## src/rtl/uart_frame_pkg.sv

```systemverilog
// Shared constants and types for the UART frame controller.
// Frame format: HDR, ADDR, LEN, LEN payload bytes, CSUM where
// CSUM = (ADDR + LEN + sum(payload)) mod 256.
package uart_frame_pkg;

  localparam logic [7:0] FRAME_HDR = 8'h55;

  typedef enum logic [2:0] {
    StIdle,
    StAddr,
    StLen,
    StPay,
    StCsum,
    StCommit
  } state_e;

  localparam logic [2:0] ERR_LEN  = 3'd1;
  localparam logic [2:0] ERR_CSUM = 3'd2;
  localparam logic [2:0] ERR_TMO  = 3'd4;

endpackage

```

## src/rtl/uart_rx_frame_ctrl_if.sv

```systemverilog
// Byte-in / register-write-out bundle of the frame controller.
//   master : the frame controller (consumes rx bytes, drives writes and status)
//   slave  : the environment (UART receiver byte source and register bus)
interface uart_rx_frame_ctrl_if;
  logic [7:0] rx_data;
  logic       rx_done;
  logic       wr_valid;
  logic [7:0] wr_addr;
  logic [7:0] wr_data;
  logic       wr_ready;
  logic       frame_ok;
  logic       frame_err;
  logic [2:0] err_code;
  logic       rx_drop;
  logic       busy;

  modport master (
    input  rx_data, rx_done, wr_ready,
    output wr_valid, wr_addr, wr_data, frame_ok, frame_err, err_code, rx_drop, busy
  );

  modport slave (
    output rx_data, rx_done, wr_ready,
    input  wr_valid, wr_addr, wr_data, frame_ok, frame_err, err_code, rx_drop, busy
  );
endinterface

```

## src/rtl/uart_frame_buf.sv

```systemverilog
// Payload buffer: MAX_LEN x 8 registers, one synchronous write port and a
// combinational read port. Contents are deliberately not reset.
// Ports:
//   i_clk      clock
//   i_we       write enable
//   i_wr_idx   write index
//   i_wr_data  write data
//   i_rd_idx   read index
//   o_rd_data  read data (0 for an out-of-range index)
module uart_frame_buf #(
  parameter int unsigned MAX_LEN = 16
) (
  input  logic       i_clk,
  input  logic       i_we,
  input  logic [7:0] i_wr_idx,
  input  logic [7:0] i_wr_data,
  input  logic [7:0] i_rd_idx,
  output logic [7:0] o_rd_data
);

  localparam int unsigned IdxW = (MAX_LEN > 1) ? $clog2(MAX_LEN) : 1;

  logic [7:0] r_mem [MAX_LEN];

  always_ff @(posedge i_clk) begin
    if (i_we && (i_wr_idx < 8'(MAX_LEN))) begin
      r_mem[i_wr_idx[IdxW-1:0]] <= i_wr_data;
    end
  end

  assign o_rd_data = (i_rd_idx < 8'(MAX_LEN)) ? r_mem[i_rd_idx[IdxW-1:0]] : 8'h00;

endmodule

```

## src/rtl/uart_rx_frame_ctrl.sv

```systemverilog
// Frame controller behind the UART byte receiver. Parses HDR/ADDR/LEN/payload/
// CSUM frames, buffers the payload and, only after the checksum matches,
// replays it as address/data writes over a valid/ready handshake.
// Optional feature: define UART_FRAME_TIMEOUT_EN to build the inter-byte
// timeout (error 4 after TIMEOUT_CYC silent cycles mid-frame).
// Ports:
//   Clk    system clock
//   Reset  asynchronous active-high reset
//   bus    uart_rx_frame_ctrl_if.master: rx_data/rx_done in, wr_* handshake,
//          frame_ok/frame_err/err_code/rx_drop/busy status (all registered)
module uart_rx_frame_ctrl
  import uart_frame_pkg::*;
#(
  parameter int unsigned MAX_LEN     = 16,
  parameter int unsigned TIMEOUT_CYC = 100000
) (
  input  logic                  Clk,
  input  logic                  Reset,
  uart_rx_frame_ctrl_if.master  bus
);

  state_e     r_state;
  logic [7:0] r_addr, r_len, r_idx, r_csum;
  logic       r_wr_valid, r_frame_ok, r_frame_err, r_rx_drop, r_busy;
  logic [7:0] r_wr_addr, r_wr_data;
  logic [2:0] r_err_code;

  logic       w_buf_we;
  logic [7:0] w_rd_idx, w_rd_data;
  logic       w_tmo_exp;

  // Read address looks one entry ahead so wr_data can be registered:
  // entry 0 while checking CSUM, entry idx+1 while committing.
  assign w_rd_idx = (r_state == StCommit) ? (r_idx + 8'd1) : 8'd0;
  assign w_buf_we = (r_state == StPay) && bus.rx_done;

  uart_frame_buf #(
    .MAX_LEN (MAX_LEN)
  ) u_buf (
    .i_clk     (Clk),
    .i_we      (w_buf_we),
    .i_wr_idx  (r_idx),
    .i_wr_data (bus.rx_data),
    .i_rd_idx  (w_rd_idx),
    .o_rd_data (w_rd_data)
  );

`ifdef UART_FRAME_TIMEOUT_EN
  logic [31:0] r_tmo;
  assign w_tmo_exp = (r_tmo >= (32'(TIMEOUT_CYC) - 32'd1));
`else
  logic w_unused_tmo;
  assign w_unused_tmo = ^TIMEOUT_CYC;
  assign w_tmo_exp    = 1'b0;
`endif

  always_ff @(posedge Clk or posedge Reset) begin
    if (Reset) begin
      r_state     <= StIdle;
      r_addr      <= 8'h00;
      r_len       <= 8'h00;
      r_idx       <= 8'h00;
      r_csum      <= 8'h00;
      r_wr_valid  <= 1'b0;
      r_wr_addr   <= 8'h00;
      r_wr_data   <= 8'h00;
      r_frame_ok  <= 1'b0;
      r_frame_err <= 1'b0;
      r_err_code  <= 3'd0;
      r_rx_drop   <= 1'b0;
      r_busy      <= 1'b0;
`ifdef UART_FRAME_TIMEOUT_EN
      r_tmo       <= 32'd0;
`endif
    end else begin
      r_frame_ok  <= 1'b0;
      r_frame_err <= 1'b0;
      r_err_code  <= 3'd0;
      r_rx_drop   <= 1'b0;
`ifdef UART_FRAME_TIMEOUT_EN
      // Counts silent cycles mid-frame; any byte restarts it.
      if ((r_state inside {StAddr, StLen, StPay, StCsum}) && !bus.rx_done) begin
        r_tmo <= r_tmo + 32'd1;
      end else begin
        r_tmo <= 32'd0;
      end
`endif
      case (r_state)
        StIdle: begin
          if (bus.rx_done && (bus.rx_data == FRAME_HDR)) begin
            r_state <= StAddr;
            r_busy  <= 1'b1;
          end
        end
        StAddr: begin
          if (bus.rx_done) begin
            r_addr  <= bus.rx_data;
            r_csum  <= bus.rx_data;
            r_state <= StLen;
          end
        end
        StLen: begin
          if (bus.rx_done) begin
            if ((bus.rx_data == 8'h00) || (bus.rx_data > 8'(MAX_LEN))) begin
              r_frame_err <= 1'b1;
              r_err_code  <= ERR_LEN;
              r_state     <= StIdle;
              r_busy      <= 1'b0;
            end else begin
              r_len   <= bus.rx_data;
              r_csum  <= r_csum + bus.rx_data;
              r_idx   <= 8'h00;
              r_state <= StPay;
            end
          end
        end
        StPay: begin
          if (bus.rx_done) begin
            r_csum <= r_csum + bus.rx_data;
            r_idx  <= r_idx + 8'd1;
            if ((r_idx + 8'd1) == r_len) begin
              r_state <= StCsum;
            end
          end
        end
        StCsum: begin
          if (bus.rx_done) begin
            if (bus.rx_data == r_csum) begin
              r_idx      <= 8'h00;
              r_wr_valid <= 1'b1;
              r_wr_addr  <= r_addr;
              r_wr_data  <= w_rd_data;
              r_state    <= StCommit;
            end else begin
              r_frame_err <= 1'b1;
              r_err_code  <= ERR_CSUM;
              r_state     <= StIdle;
              r_busy      <= 1'b0;
            end
          end
        end
        StCommit: begin
          if (bus.rx_done) begin
            r_rx_drop <= 1'b1;
          end
          if (r_wr_valid && bus.wr_ready) begin
            if (r_idx == (r_len - 8'd1)) begin
              r_wr_valid <= 1'b0;
              r_frame_ok <= 1'b1;
              r_state    <= StIdle;
              r_busy     <= 1'b0;
            end else begin
              r_idx     <= r_idx + 8'd1;
              r_wr_addr <= r_wr_addr + 8'd1;
              r_wr_data <= w_rd_data;
            end
          end
        end
        default: begin
          r_state <= StIdle;
          r_busy  <= 1'b0;
        end
      endcase
      // Timeout overrides the hold-in-state; a byte in the same cycle wins.
      if ((r_state inside {StAddr, StLen, StPay, StCsum}) && !bus.rx_done && w_tmo_exp) begin
        r_frame_err <= 1'b1;
        r_err_code  <= ERR_TMO;
        r_state     <= StIdle;
        r_busy      <= 1'b0;
      end
    end
  end

  assign bus.wr_valid  = r_wr_valid;
  assign bus.wr_addr   = r_wr_addr;
  assign bus.wr_data   = r_wr_data;
  assign bus.frame_ok  = r_frame_ok;
  assign bus.frame_err = r_frame_err;
  assign bus.err_code  = r_err_code;
  assign bus.rx_drop   = r_rx_drop;
  assign bus.busy      = r_busy;

endmodule
```

## src/flat_wrapper.sv

```systemverilog
// flat-port wrapper written by rule: the top's interface ports become plain ports
module uart_rx_frame_ctrl_flat import uart_frame_pkg::*;
#(
  parameter int unsigned MAX_LEN     = 16,
  parameter int unsigned TIMEOUT_CYC = 100000
)
  (Clk, Reset, bus_rx_data, bus_rx_done, bus_wr_ready, bus_wr_valid, bus_wr_addr, bus_wr_data, bus_frame_ok, bus_frame_err, bus_err_code, bus_rx_drop, bus_busy);
  uart_rx_frame_ctrl_if bus_i ();
  input  logic Clk;
  input  logic Reset;
  input wire logic [$bits(bus_i.rx_data)-1:0] bus_rx_data;
  input wire logic [$bits(bus_i.rx_done)-1:0] bus_rx_done;
  input wire logic [$bits(bus_i.wr_ready)-1:0] bus_wr_ready;
  output wire logic [$bits(bus_i.wr_valid)-1:0] bus_wr_valid;
  output wire logic [$bits(bus_i.wr_addr)-1:0] bus_wr_addr;
  output wire logic [$bits(bus_i.wr_data)-1:0] bus_wr_data;
  output wire logic [$bits(bus_i.frame_ok)-1:0] bus_frame_ok;
  output wire logic [$bits(bus_i.frame_err)-1:0] bus_frame_err;
  output wire logic [$bits(bus_i.err_code)-1:0] bus_err_code;
  output wire logic [$bits(bus_i.rx_drop)-1:0] bus_rx_drop;
  output wire logic [$bits(bus_i.busy)-1:0] bus_busy;
  assign bus_i.rx_data = bus_rx_data;
  assign bus_i.rx_done = bus_rx_done;
  assign bus_i.wr_ready = bus_wr_ready;
  assign bus_wr_valid = bus_i.wr_valid;
  assign bus_wr_addr = bus_i.wr_addr;
  assign bus_wr_data = bus_i.wr_data;
  assign bus_frame_ok = bus_i.frame_ok;
  assign bus_frame_err = bus_i.frame_err;
  assign bus_err_code = bus_i.err_code;
  assign bus_rx_drop = bus_i.rx_drop;
  assign bus_busy = bus_i.busy;
  uart_rx_frame_ctrl #(.MAX_LEN(MAX_LEN), .TIMEOUT_CYC(TIMEOUT_CYC)) u_core (.Clk(Clk), .Reset(Reset), .bus(bus_i));
endmodule
```

## config.mk

```make
export PLATFORM = sky130hd
export DESIGN_NAME = uart_rx_frame_ctrl_flat
export DESIGN_NICKNAME = d
export VERILOG_FILES = /design/src/rtl/uart_frame_pkg.sv /design/src/rtl/uart_rx_frame_ctrl_if.sv /design/src/rtl/uart_frame_buf.sv /design/src/rtl/uart_rx_frame_ctrl.sv /design/src/flat_wrapper.sv
export SDC_FILE = /design/constraint.sdc
export NUM_CORES = 1
export LEC_CHECK = 0
export ABC_CLOCK_PERIOD_IN_PS = 5700
export CAP_MARGIN = 10
export CORE_MARGIN = 2
export CORE_UTILIZATION = 46
export CTS_CLUSTER_SIZE = 12
export DETAILED_ROUTE_END_ITERATION = 16
export GPL_ROUTABILITY_DRIVEN = 0
export PLACE_DENSITY = 0.73
export SYNTH_ARGS = -nofsm -noshare
export SYNTH_HDL_FRONTEND = slang
export SYNTH_SLANG_ARGS = --single-unit
```

## constraint.sdc

```tcl
create_clock -name Clk -period 5.7 [get_ports Clk]
set_input_delay 1.14 -clock Clk [delete_from_list [all_inputs] [get_ports Clk]]
set_output_delay 1.14 -clock Clk [all_outputs]
set_load 0.02 [all_outputs]
```

==> results of run 1 <==
critical path, stage by stage:
cell and delay (ps):
clkdlybuf4s50_1 940, ha_1 390, nor4_1 210, nand3_1 310, a22oi_1 250, o31ai_1 90
a21o_1 280, or2_1 360, o41ai_4 330
layer usage:
layer  up-vias  routed length, µm
li1       2692                  -
met1      3009               8350
met2       233              10500
met3        36               1180
met4         0                549
met5         -                  0
how the worst max path moves through the flow:
stage,startpoint,to,slack [ps],cells after the start
4_1_cts,bus_rx_data[6],u_core.r_idx[6],1760,9
3_5_place_dp,bus_rx_data[6],u_core.r_idx[6],1320,9
3_3_place_gp,bus_rx_data[6],u_core.r_idx[6],1440,9
5_1_grt,bus_rx_data[1],u_core.r_csum[6],1500,9
6_report,bus_rx_data[6],u_core.r_idx[6],1710,9
2_1_floorplan,bus_rx_data[4],u_core.r_idx[6],2560,9
power breakdown:
part           internal [mW]  switching [mW]  leakage (nW)
clock network          0.594           0.485         0.259
registers               1.59           0.165          1.89
logic                  0.471           0.623          1.31
synth_stat cells (all sizes together) (7+ instances only):
master and n:
o21ai 28, nand3 13, inv 15, o22a 9, a21oi 57, a211oi 15, nor3 16, clkbuf 28
nand2b 10, nand2 50, mux4 15, nor2 57, edfxtp 128, a221oi 14, ha 13, xor2 7
buf 19, mux2 12, xnor2 13, dfrtp 58, a22oi 15, o211ai 7, o31ai 9
sequential cells by signal, summed over array words and instances, names as in the netlist, 2 cells and up:
register             flops
u_core.u_buf.r_mem     128
u_core.bus.wr_data       8
u_core.r_addr            8
u_core.bus.err_code      2
u_core.r_state           3
u_core.bus.wr_addr       8
u_core.r_csum            8
u_core.r_len             8
u_core.r_idx             8
logic make-up (layout without fill, tap and decap cells):
family          Yosys count  count (layout)  share of synthesized area (%)
buf+inv                  62              99                           3.28
other cells               1               1                         0.0431
compound gates          194             194                           15.4
simple gates            187             187                           10.4
mux                      30              30                           5.78
fa+ha+maj                14              14                           2.10
flops                   186             186                           60.8
xor+xnor                 20              20                           2.18
layout make-up:
type | instances | area share [%]
inverter | 15 | 0.575
clock inverter | 13 | 1.06
clock buffer | 18 | 4.39
timing repair buffer | 53 | 4.93
sequential | 186 | 54.1
tap | 234 | 2.99
multi-input combinational | 446 | 31.9
per-stage QoR:
step / total power [mW] / area [µm²] / instances
3_3_place_gp: 2.81 / 9250 / 934
2_1_floorplan: 2.51 / 8710 / 694
3_5_place_dp: 2.87 / 9250 / 934
6_report: 3.93 / 9790 / 965
4_1_cts: 3.94 / 9790 / 965
5_1_grt: 4.12 / 9790 / 965
==> results.yml, run 1 <==
outcome:
  outcome: "completed"
timing:
  setup-violations-final: 0
  finClkSkew_ps: 7.13
  drv_slew: 0
  layout_setup_ws_ps: 1710
  tightest_slew_ps: 1130
  slew_headroom_pct: 24.4
  timing.final.crit_period_ps: 3990
  rsz0062_at_grt: "no"
  fin_setup_tns_ps: 0
  hold_viol: 0
  fin_hold_ws_ps: 516
  max_freq_mhz: 250
  min_period_over_period_pct: 70.1
global_route:
  track_usage_pct: 21.2
  use_met1_pct: 27.5
  antenna_found_initial: 0
  grtUsageMet3_pct: 3.91
  grt_pass1_vias: 5924
  grt_pass1_wl_um: 32500
  busiest_layer: "met2"
  grt-ovfl-total: 0
  grt_max_degree: 59
  met2_usage_pct: 36.0
yosys:
  ys_warn_count: 0
  synth-edff-count: 128
  syn-mean-instance-area_um2: 12.5
  synth_area_leaders: "edfxtp_1, dfrtp_1, mux4_2"
  synth_area_um2: 8710
  synth_cell_type_count: 77
  synth-seq-cells: 186
  synthDominantCellAreaShare_pct: 44.1
  synth_top_area_cell: "edfxtp_1"
  ys_seq_area_share_pct: 60.8
  syn_nets: 720
  synthCells: 694
  async_reset_ff_share_pct: 31.2
  synth_ff_type: "edfxtp_1"
critical_path:
  crit_type: "input port to flip-flop"
  cp-end-kind: "flip-flop"
  reg2reg_to: "u_core.bus.wr_data[2]"
  reg2reg_from: "u_core.r_state[2]"
  path_max_fanout: 20
  r2r_slack_ps: 2410
  start_kind: "input port"
  rr_worst_depth: 6
  required_ps: 6030
  worstPathArrival_ps: 4320
placement:
  dp_hpwl_um: 13800
  port_buffers: 34
  dpl_worst_slack_ps: 1320
hold_path:
  holdPathEnd: "u_core.r_addr[1]"
  hold_depth: 2
  min_from: "u_core.r_addr[1]"
  hp-class: "flip-flop to flip-flop"
cts:
  cts_setup_buffers: 0
  cts_buffers: 17
  cts_tree: "built"
  worstSkewPairLatency_ps: 430
  cts_resized: 0
  root_buffer: "clkbuf_16"
  cts_max_level: 4
  clock_path_buffers: 2
  clock-sinks: 186
  clk_pin_slew_ps: 70
  hold_buffers: 0
routing:
  vias_per_cell: 6.19
  route.vias.total: 5970
  ant_nets: 0
  initialDrtViolationCount: 550
  wl_um: 20600
  drt-wirelength-per-cell_um: 21.3
  drc: 0
  drt-pass1-iter-count: 5
die:
  fp.coreArea_um2: 18600
  die_width_um: 142
  initial_core_util_pct: 46.7
  die_y_um: 142
  pin_count: 36
  rows: 50
  die-area_um2: 20000
run:
  maxCapViolations: 0
finish:
  layout_commonest_cell: "edfxtp_1"
  final_cell_mix: "edfxtp_1, dfrtp_1, a21oi_1, nor2_1, nand2_1"
  layout.nets: 745
  final_util_pct: 52.5
  drive_gt1_share_pct: 11.8
  nFillCells: 1580
  seq_area_um2: 5300
  areaGrowthSynthToFinish_pct: 12.4
  n_antenna_cell: 0
  multiInputGateArea_um2: 3130
power_and_ir_drop:
  power.leakage_nw: 3.46
  peakVddDrop_mv: 0.243
  powerDensity_nw_per_um2: 401
No activity file was read; power rests on OpenSTA's default activity.
==> run 2: changes to the inputs <==
ABC_CLOCK_PERIOD_IN_PS = 3800   (was 5700)
clock period = 3.8 ns   (was 5.7 ns; I/O delays follow)
==> results.yml, run 2 (synthesis results as in run 1) <==
outcome:
  outcome: "completed"
global_route:
  track_usage_pct: 21.3
  antenna_found_initial: 0
  grt-ovfl-total: 0
  grt_pass1_wl_um: 32400
  grt_max_degree: 39
  grt_pass1_vias: 5951
placement:
  placed_cells: 951
  port_buffers: 34
  dp_hpwl_um: 13700
routing:
  drt-wirelength-per-cell_um: 21.0
  vias_per_cell: 6.05
  route.vias.total: 5952
  drt-pass1-iter-count: 5
  initialDrtViolationCount: 660
  wl_um: 20600
  drc: 0
  ant_nets: 0
finish:
  nFillCells: 1553
  largest_register_ffs: 128
  final_cell_mix: "edfxtp_1, dfrtp_1, a21oi_1, nor2_1, nand2_1"
  final_util_pct: 53.3
  n_antenna_cell: 0
  areaGrowthSynthToFinish_pct: 14.2
  drive_gt1_share_pct: 14.0
  layout_commonest_cell: "edfxtp_1"
  finalNonFillerCells: 983
  layout.nets: 762
timing:
  slew_headroom_pct: 46.1
  setup-violations-final: 0
  fin_hold_ws_ps: 510
  timing.final.crit_period_ps: 3120
  fin_setup_tns_ps: 0
  finClkSkew_ps: 10.8
  drv_slew: 0
  tightest_slew_ps: 807
  min_period_over_period_pct: 82.2
  max_freq_mhz: 320
  hold_viol: 0
  rsz0062_at_grt: "no"
critical_path:
  start_kind: "input port"
  required_ps: 4130
  worstPathArrival_ps: 3450
  cp-end-kind: "flip-flop"
  crit_type: "input port to flip-flop"
  path_max_fanout: 11
power_and_ir_drop:
  p_int_mw: 4.01
  power.leakage_nw: 3.57
  powerDensity_nw_per_um2: 600
  seqPwrFrac_pct: 44.1
  combPwrFrac_pct: 27.7
  switchingPower_mw: 1.95
  peakVddDrop_mv: 0.331
  p_clk_share_pct: 28.2
  sw_frac_of_total_pct: 32.7
die:
  die-area_um2: 20000
  die_y_um: 142
  fp.coreArea_um2: 18600
  die_width_um: 142
  initial_core_util_pct: 46.7
  pin_count: 36
  rows: 50
cts:
  cts_tree: "built"
  clock-sinks: 186
  root_buffer: "clkbuf_16"
  cts_max_level: 4
  clock_path_buffers: 2
  hold_buffers: 0
  worstSkewPairLatency_ps: 430
  cts_resized: 0
  cts_buffers: 17
  clk_pin_slew_ps: 60
  cts_setup_buffers: 0
hold_path:
  hp-class: "flip-flop to flip-flop"
run:
  maxCapViolations: 0
-- run 2: changes by cell type in the layout (fill, tap and decap cells not counted), sizes merged --
cell,before,now
buf,19,36
clkbuf,18,22
clkinv,8,6
clkinvlp,2,0
inv,17,19
bufinv,1,0
-- run 2: power by group through the flow --
stage	registers, mW	clock network [mW]	logic, mW
finish	2.63	1.68	1.65
CTS	2.63	1.71	1.65
floorplan	2.66	0	1.11
global placement	2.65	0	1.58
detailed placement	2.67	0	1.64
global route	2.66	1.78	1.82
-- run 2: worst max-delay path, stage by stage --
cell	delay (ps)
clkdlybuf4s50_1	570
ha_1	430
nor4_1	240
nand3_1	150
a22oi_1	200
o31ai_1	100
a21o_1	290
or2_1	370
o41ai_4	330
-- run 2: layout make-up --
type,instances,area (µm²),share of cell area (%)
multi-input combinational,446,3130,31.4
tap,234,293,2.94
clock buffer,22,475,4.78
clock inverter,10,85.1,0.856
inverter,15,56.3,0.566
sequential,186,5300,53.3
timing repair buffer,70,611,6.14
-- run 2: path summary, 6_finish.rpt --
check                                 start           endpoint  slack [ps]  cells past startpoint
max                          bus_rx_data[5]    u_core.r_idx[6]         680                      9
min                        u_core.r_addr[3]   u_core.r_addr[3]         510                      1
max reg2reg                 u_core.r_idx[0]  u_core.r_state[0]         690                      8
min reg2reg                u_core.r_addr[3]   u_core.r_addr[3]         510                      1
max in group asynchronous             Reset   u_core.r_addr[5]        2200                      3
min in group asynchronous             Reset   u_core.r_csum[4]         800                      2
-- run 2: layer usage --
| layer | wire length [µm] | up-vias | global-route usage (%) |
|---|---|---|---|
| met4 | 569 | 0 | 7.95 |
| met3 | 1170 | 44 | 4.49 |
| met2 | 10300 | 224 | 36.1 |
| met5 | 0 | - | 0 |
| met1 | 8570 | 2962 | 27.1 |
| li1 | - | 2722 | - |
-- run 2: through the flow --
| step | instance area (µm²) | power [mW] | setup WS (ps) |
|---|---|---|---|
| 4_1_cts | 9940 | 5.99 | 724 |
| 3_5_place_dp | 9380 | 4.31 | 292 |
| 6_report | 9940 | 5.96 | 677 |
| 2_1_floorplan | 8710 | 3.76 | 1040 |
| 3_3_place_gp | 9380 | 4.23 | 317 |
| 5_1_grt | 9940 | 6.27 | 552 |
